[src/rtl/reset_seq_pkg.sv]
// Shared types and constants for the reset sequencer.
// Build option: define RESET_SEQ_EXT_EN to enable the external reset pin path.
package reset_seq_pkg;

  typedef enum logic [1:0] {
    HOLD    = 2'd0,
    RELEASE = 2'd1,
    RUN     = 2'd2
  } state_e;

  localparam int CAUSE_POR = 0;
  localparam int CAUSE_SW  = 1;
  localparam int CAUSE_WDT = 2;
  localparam int CAUSE_EXT = 3;

  function automatic int max2(input int a, input int b);
    return (a > b) ? a : b;
  endfunction

endpackage

[src/rtl/reset_seq_sync.sv]
// Two-flop synchronizer for the external active-low reset pin.
// Flops come up in the asserted (0) state so the pin reads as "in reset"
// until two clean high samples have been taken.
module reset_seq_sync (
  input  logic clk,
  input  logic rst_n,
  input  logic i_async,
  output logic o_sync
);

  logic r_meta;
  logic r_sync;

  // Shift the raw pin through two flops to settle metastability.
  // NOTE: sequential state uses non-blocking (<=) so every flop samples the
  // pre-edge value of its neighbour; blocking here would collapse the chain.
  always_ff @(posedge clk or negedge rst_n) begin
    if (!rst_n) begin
      r_meta <= 1'b0;
      r_sync <= 1'b0;
    end else begin
      r_meta <= i_async;
      r_sync <= r_meta;
    end
  end

  assign o_sync = r_sync;

endmodule

[src/rtl/reset_seq.sv]
// Reset sequencer: stretches a reset request, then releases N_DOMAINS
// active-low domain resets one after another, STAGGER cycles apart.
// Build option: RESET_SEQ_EXT_EN adds a synchronized ext_rst_n trigger;
// without it the pin is ignored and cause[3] stays 0.
module reset_seq
  import reset_seq_pkg::*;
#(
  parameter int N_DOMAINS = 3,
  parameter int STRETCH   = 16,
  parameter int STAGGER   = 4
) (
  input  logic                 clk,
  input  logic                 rst_n_in,
  input  logic                 sw_rst_req,
  input  logic                 wdt_expire,
  input  logic                 ext_rst_n,
  input  logic                 cause_clr,
  output logic [N_DOMAINS-1:0] rst_n_out,
  output logic                 rst_busy,
  output logic [3:0]           cause
);

  localparam int CNT_W = $clog2(max2(STRETCH, STAGGER));
  localparam int IDX_W = (N_DOMAINS > 1) ? $clog2(N_DOMAINS) : 1;

  localparam logic [CNT_W-1:0] STRETCH_LAST = CNT_W'(STRETCH - 1);
  localparam logic [CNT_W-1:0] STAGGER_LAST = CNT_W'(STAGGER - 1);
  localparam logic [IDX_W-1:0] IDX_LAST     = IDX_W'(N_DOMAINS - 1);

  state_e               r_state, w_state_nxt;
  logic [CNT_W-1:0]     r_cnt, w_cnt_nxt;
  logic [IDX_W-1:0]     r_idx, w_idx_nxt;
  logic [N_DOMAINS-1:0] r_rst_n_out, w_rst_n_out_nxt;
  logic [3:0]           r_cause;

  logic       w_ext_trig;
  logic [3:0] w_trig_vec;
  logic       w_trig;

`ifdef RESET_SEQ_EXT_EN
  logic w_ext_sync_n;

  reset_seq_sync u_ext_sync (
    .clk     (clk),
    .rst_n   (rst_n_in),
    .i_async (ext_rst_n),
    .o_sync  (w_ext_sync_n)
  );

  // A synchronized low level is a continuous trigger.
  assign w_ext_trig = ~w_ext_sync_n;
`else
  logic w_unused_ext;
  assign w_unused_ext = ext_rst_n;
  assign w_ext_trig   = 1'b0;
`endif

  assign w_trig_vec[CAUSE_POR] = 1'b0;
  assign w_trig_vec[CAUSE_SW]  = sw_rst_req;
  assign w_trig_vec[CAUSE_WDT] = wdt_expire;
  assign w_trig_vec[CAUSE_EXT] = w_ext_trig;
  assign w_trig                = |w_trig_vec;

  // State, counter, domain index and the domain reset outputs themselves.
  // NOTE: rst_n_in is an asynchronous reset, so it sits in the sensitivity
  // list; outputs drop immediately without waiting for a clock edge.
  always_ff @(posedge clk or negedge rst_n_in) begin
    if (!rst_n_in) begin
      r_state     <= HOLD;
      r_cnt       <= '0;
      r_idx       <= '0;
      r_rst_n_out <= '0;
    end else begin
      r_state     <= w_state_nxt;
      r_cnt       <= w_cnt_nxt;
      r_idx       <= w_idx_nxt;
      r_rst_n_out <= w_rst_n_out_nxt;
    end
  end

  // Next-state logic: any trigger restarts HOLD; otherwise count and step.
  // NOTE: every output gets a default before the case so no path leaves a
  // variable unassigned, which would otherwise infer a latch.
  always_comb begin
    w_state_nxt     = r_state;
    w_cnt_nxt       = r_cnt;
    w_idx_nxt       = r_idx;
    w_rst_n_out_nxt = r_rst_n_out;
    if (w_trig) begin
      w_state_nxt     = HOLD;
      w_cnt_nxt       = '0;
      w_idx_nxt       = '0;
      w_rst_n_out_nxt = '0;
    end else begin
      unique case (r_state)
        HOLD: begin
          if (r_cnt == STRETCH_LAST) begin
            w_rst_n_out_nxt[0] = 1'b1;
            w_cnt_nxt          = '0;
            w_idx_nxt          = IDX_W'(1);
            w_state_nxt        = (N_DOMAINS == 1) ? RUN : RELEASE;
          end else begin
            w_cnt_nxt = r_cnt + 1'b1;
          end
        end
        RELEASE: begin
          if (r_cnt == STAGGER_LAST) begin
            w_rst_n_out_nxt[r_idx] = 1'b1;
            w_cnt_nxt              = '0;
            if (r_idx == IDX_LAST) begin
              w_state_nxt = RUN;
            end else begin
              w_idx_nxt = r_idx + 1'b1;
            end
          end else begin
            w_cnt_nxt = r_cnt + 1'b1;
          end
        end
        RUN:     ;
        default: w_state_nxt = HOLD;
      endcase
    end
  end

  // Sticky cause flags: POR on power-up reset, triggers OR in, clear loses
  // to a trigger arriving on the same edge.
  always_ff @(posedge clk or negedge rst_n_in) begin
    if (!rst_n_in) begin
      r_cause <= 4'b0001;
    end else if (cause_clr) begin
      r_cause <= w_trig_vec;
    end else begin
      r_cause <= r_cause | w_trig_vec;
    end
  end

  assign rst_n_out = r_rst_n_out;
  assign rst_busy  = ~&r_rst_n_out;
  assign cause     = r_cause;

endmodule

[config.mk]
export PLATFORM = sky130hd
export DESIGN_NAME = reset_seq
export DESIGN_NICKNAME = d
export VERILOG_FILES = /design/src/rtl/reset_seq_pkg.sv /design/src/rtl/reset_seq_sync.sv /design/src/rtl/reset_seq.sv
export SDC_FILE = /design/constraint.sdc
export NUM_CORES = 1
export LEC_CHECK = 0
export CAP_MARGIN = 25
export CORE_UTILIZATION = 49
export CTS_CLUSTER_DIAMETER = 40
export CTS_CLUSTER_SIZE = 14
export DETAILED_ROUTE_END_ITERATION = 7
export PLACE_DENSITY = 0.85
export SYNTH_ARGS = -nofsm -noshare
export SYNTH_HDL_FRONTEND = slang
export SYNTH_SLANG_ARGS = --single-unit
[constraint.sdc]
create_clock -name clk -period 2.1 [get_ports clk]
set_clock_uncertainty 0.15 [all_clocks]
set_input_delay 0.42 -clock clk [delete_from_list [all_inputs] [get_ports clk]]
set_output_delay 0.42 -clock clk [all_outputs]
set_load 0.005 [all_outputs]
After elaboration in Yosys (flattened, before gate mapping)
Index checks and enable logic that the tools add are counted.
{ "totals": {"reg_bits": 15, "input_bits": 6, "output_inout_bits": 8, "wordCells": 55} }
{ "classes": {"add_sub_neg": 2, "order_cmp": 2, "n_eq_ne": 10, "muxes": 21, "n_bitwise": 2, "reduce_logical": 12} }
{ "ops": {"columns": ["cell", "n"], "rows": [
  ["2-to-1 mux 2 bit", 8],
  ["2-to-1 mux 4 bit", 4],
  ["!= test 3 bit, second input constant", 4],
  ["one-hot mux 4 bit (2 select lines)", 1],
  ["AND reduction 4 bit", 2],
  ["2-to-1 mux 3 bit", 2],
  ["one-hot mux 2 bit (3 select lines)", 1],
  ["AND reduction 3 bit", 2],
  ["adder 4 x 1 -> 4 bit, second input constant", 1],
  ["equality test 2 bit, second input constant", 2],
  ["equality test 4 x 2 -> 1 bit, second input constant", 1],
  ["equality test 4 bit, second input constant", 1],
  ["OR 4 x 3 -> 4 bit", 1],
  ["one-hot mux 2 bit (2 select lines)", 1],
  ["nonzero test 2 bit", 2],
  ["less-than comparator 2 x 3 -> 1 bit, second input constant", 1],
  ["OR 3 bit", 1],
  ["nonzero test 3 bit", 1],
  ["adder 2 x 1 -> 2 bit, second input constant", 1],
  ["demux 1 bit (select 2 bit)", 1],
  ["equality test 2 x 1 -> 1 bit, second input constant", 1],
  ["greater-or-equal comparator 2 x 1 -> 1 bit, second input constant", 1],
  ["zero test 2 bit", 1],
  ["2-to-1 mux 1 bit", 2],
  ["6 further kinds", 6]
]} }

Logic depth before layout (Yosys ltp)
{ "depth": {"depth_word": 8, "depth_mapped": 5} }

Worst setup path before layout
No wires, ideal clock.
{ "synth_timing": {"path_type": "register to register", "start": "register r_cnt[0]", "end": "register r_idx[0]", "setup_time_ps": 123, "arrival_ps": 1170, "path_slack_ps": 657, "path_stages_with_launch": 5, "n_path_buf": 0, "synth_period_minus_slack_ps": 1443, "path_cell_list": "dfrtp_1 -> ha_1 -> nor2b_1 -> o21a_1 -> o221a_2"} }
{ "synth_via": {"elab_chain_cells": 3, "elab_cells_between_ends": 5, "classes_between": "eq/ne: 4; reduce/logical: 1"} }
{ "synth_rtl": {"columns": ["element", "line", "text"], "rows": [
  ["from (decl)", "reset_seq.sv:31", "logic [CNT_W-1:0] r_cnt, w_cnt_nxt;"],
  ["from (signal assigned)", "reset_seq.sv:75", "r_cnt <= w_cnt_nxt;"],
  ["equality test 4 x 2 -> 1 bit / equality test 4 bit (equally long branches)", "reset_seq.sv:107, reset_seq.sv:97", null],
  ["!= test 3 bit (no source line)", null, null],
  ["AND reduction 4 bit (no source line) (*)", null, null],
  ["to (signal assigned)", "reset_seq.sv:76", "r_idx <= w_idx_nxt;"],
  ["to (decl)", "reset_seq.sv:32", "logic [IDX_W-1:0] r_idx, w_idx_nxt;"]
]} }
Every way passes the cells marked *; elsewhere a longest branch is shown, timed or not.
A chain may end at the register's enable or synchronous reset.

Worst setup path in the final report
{ "layout_timing": {"start": "register r_cause[0] (netlist: cause[0])", "end": "output cause[0]"} }
{ "layout_rtl": {"columns": ["element", "line", "text"], "rows": [
  ["from (decl)", "reset_seq.sv:34", "logic [3:0] r_cause;"],
  ["from (signal assigned)", "reset_seq.sv:131", "r_cause <= w_trig_vec;"],
  ["from (signal assigned)", "reset_seq.sv:133", "r_cause <= r_cause | w_trig_vec;"],
  ["to (decl)", "reset_seq.sv:20", "output logic [3:0] cause"]
]} }
No word-level cell between the ends.

==> metrics.cfg <==
[detailed_routing]
dr.pass1.iters = 4
drt-total-wl_mm = 1.48
vias = 563
routed_via_density = 5.74
wl_per_cell_um = 15.1
final_antenna_net_count = 0
drc = 0
drt_iter0_markers = 17

[timing]
slew_viol_final = 0
max_clock_freq_mhz = 537
hold_viol_final = 0
rsz0062_at_grt = no
final.min_clock_period_ns = 1.86
setup_viol = 0
tns_ns = 0
worst_hold_slack_ns = 0.291
period_share = 0.886

[power_and_ir_drop]
p_seq_frac = 0.551
leakagePower_nw = 0.379
swShare = 0.211
fin_total_pwr_mw = 0.503
pwr-share-clk = 0.379
pwr-share-comb = 0.070
internal_power_mw = 0.397
peakVddDrop_mv = 0.543
switchingPower_mw = 0.106
power_density_nw_per_um2 = 560

[setup_path]
end_kind = primary output
critPathBufInv = 1
cp-start-kind = flop
arrival_ns = 1.29
setup.worst_path.class = flop to primary output
r2r_start = r_idx[0]
critical-path-top-delay-family = flip-flops
critPathSlowestCell = dfstp_2
worstPathRequired_ns = 1.53
path_cells = clkdlybuf4s50_1
critPathMaxFanout = 2
slowest_delay_ns = 0.53
r2r_setup_slack_ns = 0.46
worst_r2r_endpoint = r_idx[1]
worstRegToRegCells = 5

[final_layout]
final_cell_mix = dfrtp_1 (13), clkdlybuf4s50_1 (11), nand2_1 (5)
fin_util = 0.665
layout_commonest_cell = dfrtp_1
num-nets-final = 94
final.fill_count = 112
area_growth_pct = 20.9
n_antenna_cell = 0
drive_above_1_share = 0.157

[floorplanning]
fp.coreArea_um2 = 1350
die_w_um = 40.9
num_rows = 13
die_area_um2 = 1680
io_pins = 14
dieHeight_um = 40.9
initial_core_util = 0.551

[yosys]
syn_inst = 70
syn_avg_cell_area_um2 = 10.6
synth_nets = 80
synth_cell_types = 34
synth_area_um2 = 743
ys_ff_latch = 14
synth-seq-area-share = 0.473
yosys_warnings = 0

[grt]
antenna_found_initial = 0
grt_pass1_wl_mm = 2.35
grt_usage = 0.223
grt_pass1_vias = 505
grt_max_degree = 15
grt-ovfl-total = 0

[clocking]
htreeDepth = 1
cts_tree = built
clk_pin_slew_ns = 0.08
root_buffer = clkbuf_4
insertion_delay_ns = 0.28
clock-sinks = 14
post_cts_buffers = 0
clock_path_buffers = 2
post_cts_resized = 0
ctsHoldBuffers = 0
cts_buffers = 3

[placement]
hpwl_mm = 1.06
port_buffers = 11
place_congestion = 0.769

[hold_path]
worstHoldPathType = input pin to async pin

[flow_run]
cap_violations = 0

[run_status]
status = complete, no violations

-- cells in the mapped netlist --
cell type / number / share of area
a31oi_1: 2 / 0.017
ha_1: 4 / 0.067
conb_1: 1 / 0.0050
buf_4: 1 / 0.010
o21ai_2: 1 / 0.012
inv_1: 4 / 0.020
o21a_1: 1 / 0.010
buf_2: 2 / 0.013
or2_2: 1 / 0.0084
o22ai_1: 1 / 0.0084
nor3b_4: 1 / 0.025
nor4b_1: 1 / 0.012
dfrtp_1: 13 / 0.44
or3_1: 1 / 0.0084
nand4_1: 1 / 0.0084
nand2_1: 5 / 0.025
a41o_2: 1 / 0.015
o41ai_2: 1 / 0.022
o2bb2ai_1: 1 / 0.012
mux2i_1: 2 / 0.027
o221a_2: 1 / 0.015
nand3_1: 3 / 0.020
or4_1: 1 / 0.010
nor2b_1: 4 / 0.034
and3b_2: 1 / 0.013
a21oi_1: 3 / 0.020
nor2_1: 3 / 0.015
nor4_1: 1 / 0.0084
and3_1: 1 / 0.0084
a21o_1: 2 / 0.020
dfstp_2: 1 / 0.035
nand2b_1: 2 / 0.017
nor3_1: 1 / 0.0067
nand4b_1: 1 / 0.012
-- final cells by class --
cell class	count	area (um2)	share of cell area
inverter	4	15.0	0.0167
sequential	14	352	0.391
tap	15	18.8	0.0209
timing repair buffer	12	118	0.131
multi-input combinational	49	359	0.400
clock buffer	4	36.3	0.0404
-- registers in the layout (all words and copies together), names as in the netlist --
signal / flops
cause: 3
r_cnt: 4
r_idx: 2
r_state: 2
rst_n_out: 3
-- stage by stage --
step / instances / setup slack, ns / area, um2
after floorplan: 70 / 0.657 / 743
after global routing: 98 / 0.206 / 898
after global placement: 94 / 0.232 / 862
after CTS: 98 / 0.227 / 898
final: 98 / 0.239 / 898
after detailed placement: 94 / 0.211 / 862
-- worst reg2reg max path, delay by kind of cell (launching register included) --
family	cells	cell delay, ns
buffers and inverters	1	0.09
muxes	1	0.19
AOI/OAI and AO/OA	1	0.20
DFF	1	0.42
and+or+nand+nor	1	0.27
adders and majority gates	1	0.25
-- routing by layer --
| layer | vias to the layer above | track usage | share of wire |
|---|---|---|---|
| met5 | - | 0 | 0 |
| met4 | 0 | 0.100 | 0.020 |
| met3 | 4 | 0.0489 | 0.053 |
| met2 | 14 | 0.324 | 0.46 |
| met1 | 270 | 0.315 | 0.46 |
| li1 | 275 | - | - |
-- power groups by stage --
stage          clock network (mW)  logic, mW  registers, mW
6_report                    0.191     0.0351          0.277
3_5_place_dp                    0     0.0355          0.283
2_1_floorplan                   0     0.0139          0.282
5_1_grt                     0.207     0.0399          0.278
4_1_cts                     0.198     0.0358          0.277
3_3_place_gp                    0     0.0351          0.282
-- logic make-up after synthesis --
family                   count (synthesis)  synth area share
buffers and inverters                    7            0.0438
AND/OR/NAND/NOR                         28             0.232
other                                    1           0.00505
adder cells (fa/ha/maj)                  4            0.0673
flip-flops                              14             0.473
multiplexers                             2            0.0269
AO/OA/AOI/OAI                           14             0.152
-- how the worst max path moves through the flow --
stage,from,to,cells past startpoint
floorplan,r_cnt[0],r_idx[0],4
global placement,sw_rst_req,rst_n_out[0],3
detailed placement,sw_rst_req,rst_n_out[0],3
CTS,cause[0],cause[0],1
global route,cause[0],cause[0],1
finish,cause[0],cause[0],1
Power figures use the tool's default switching activity.
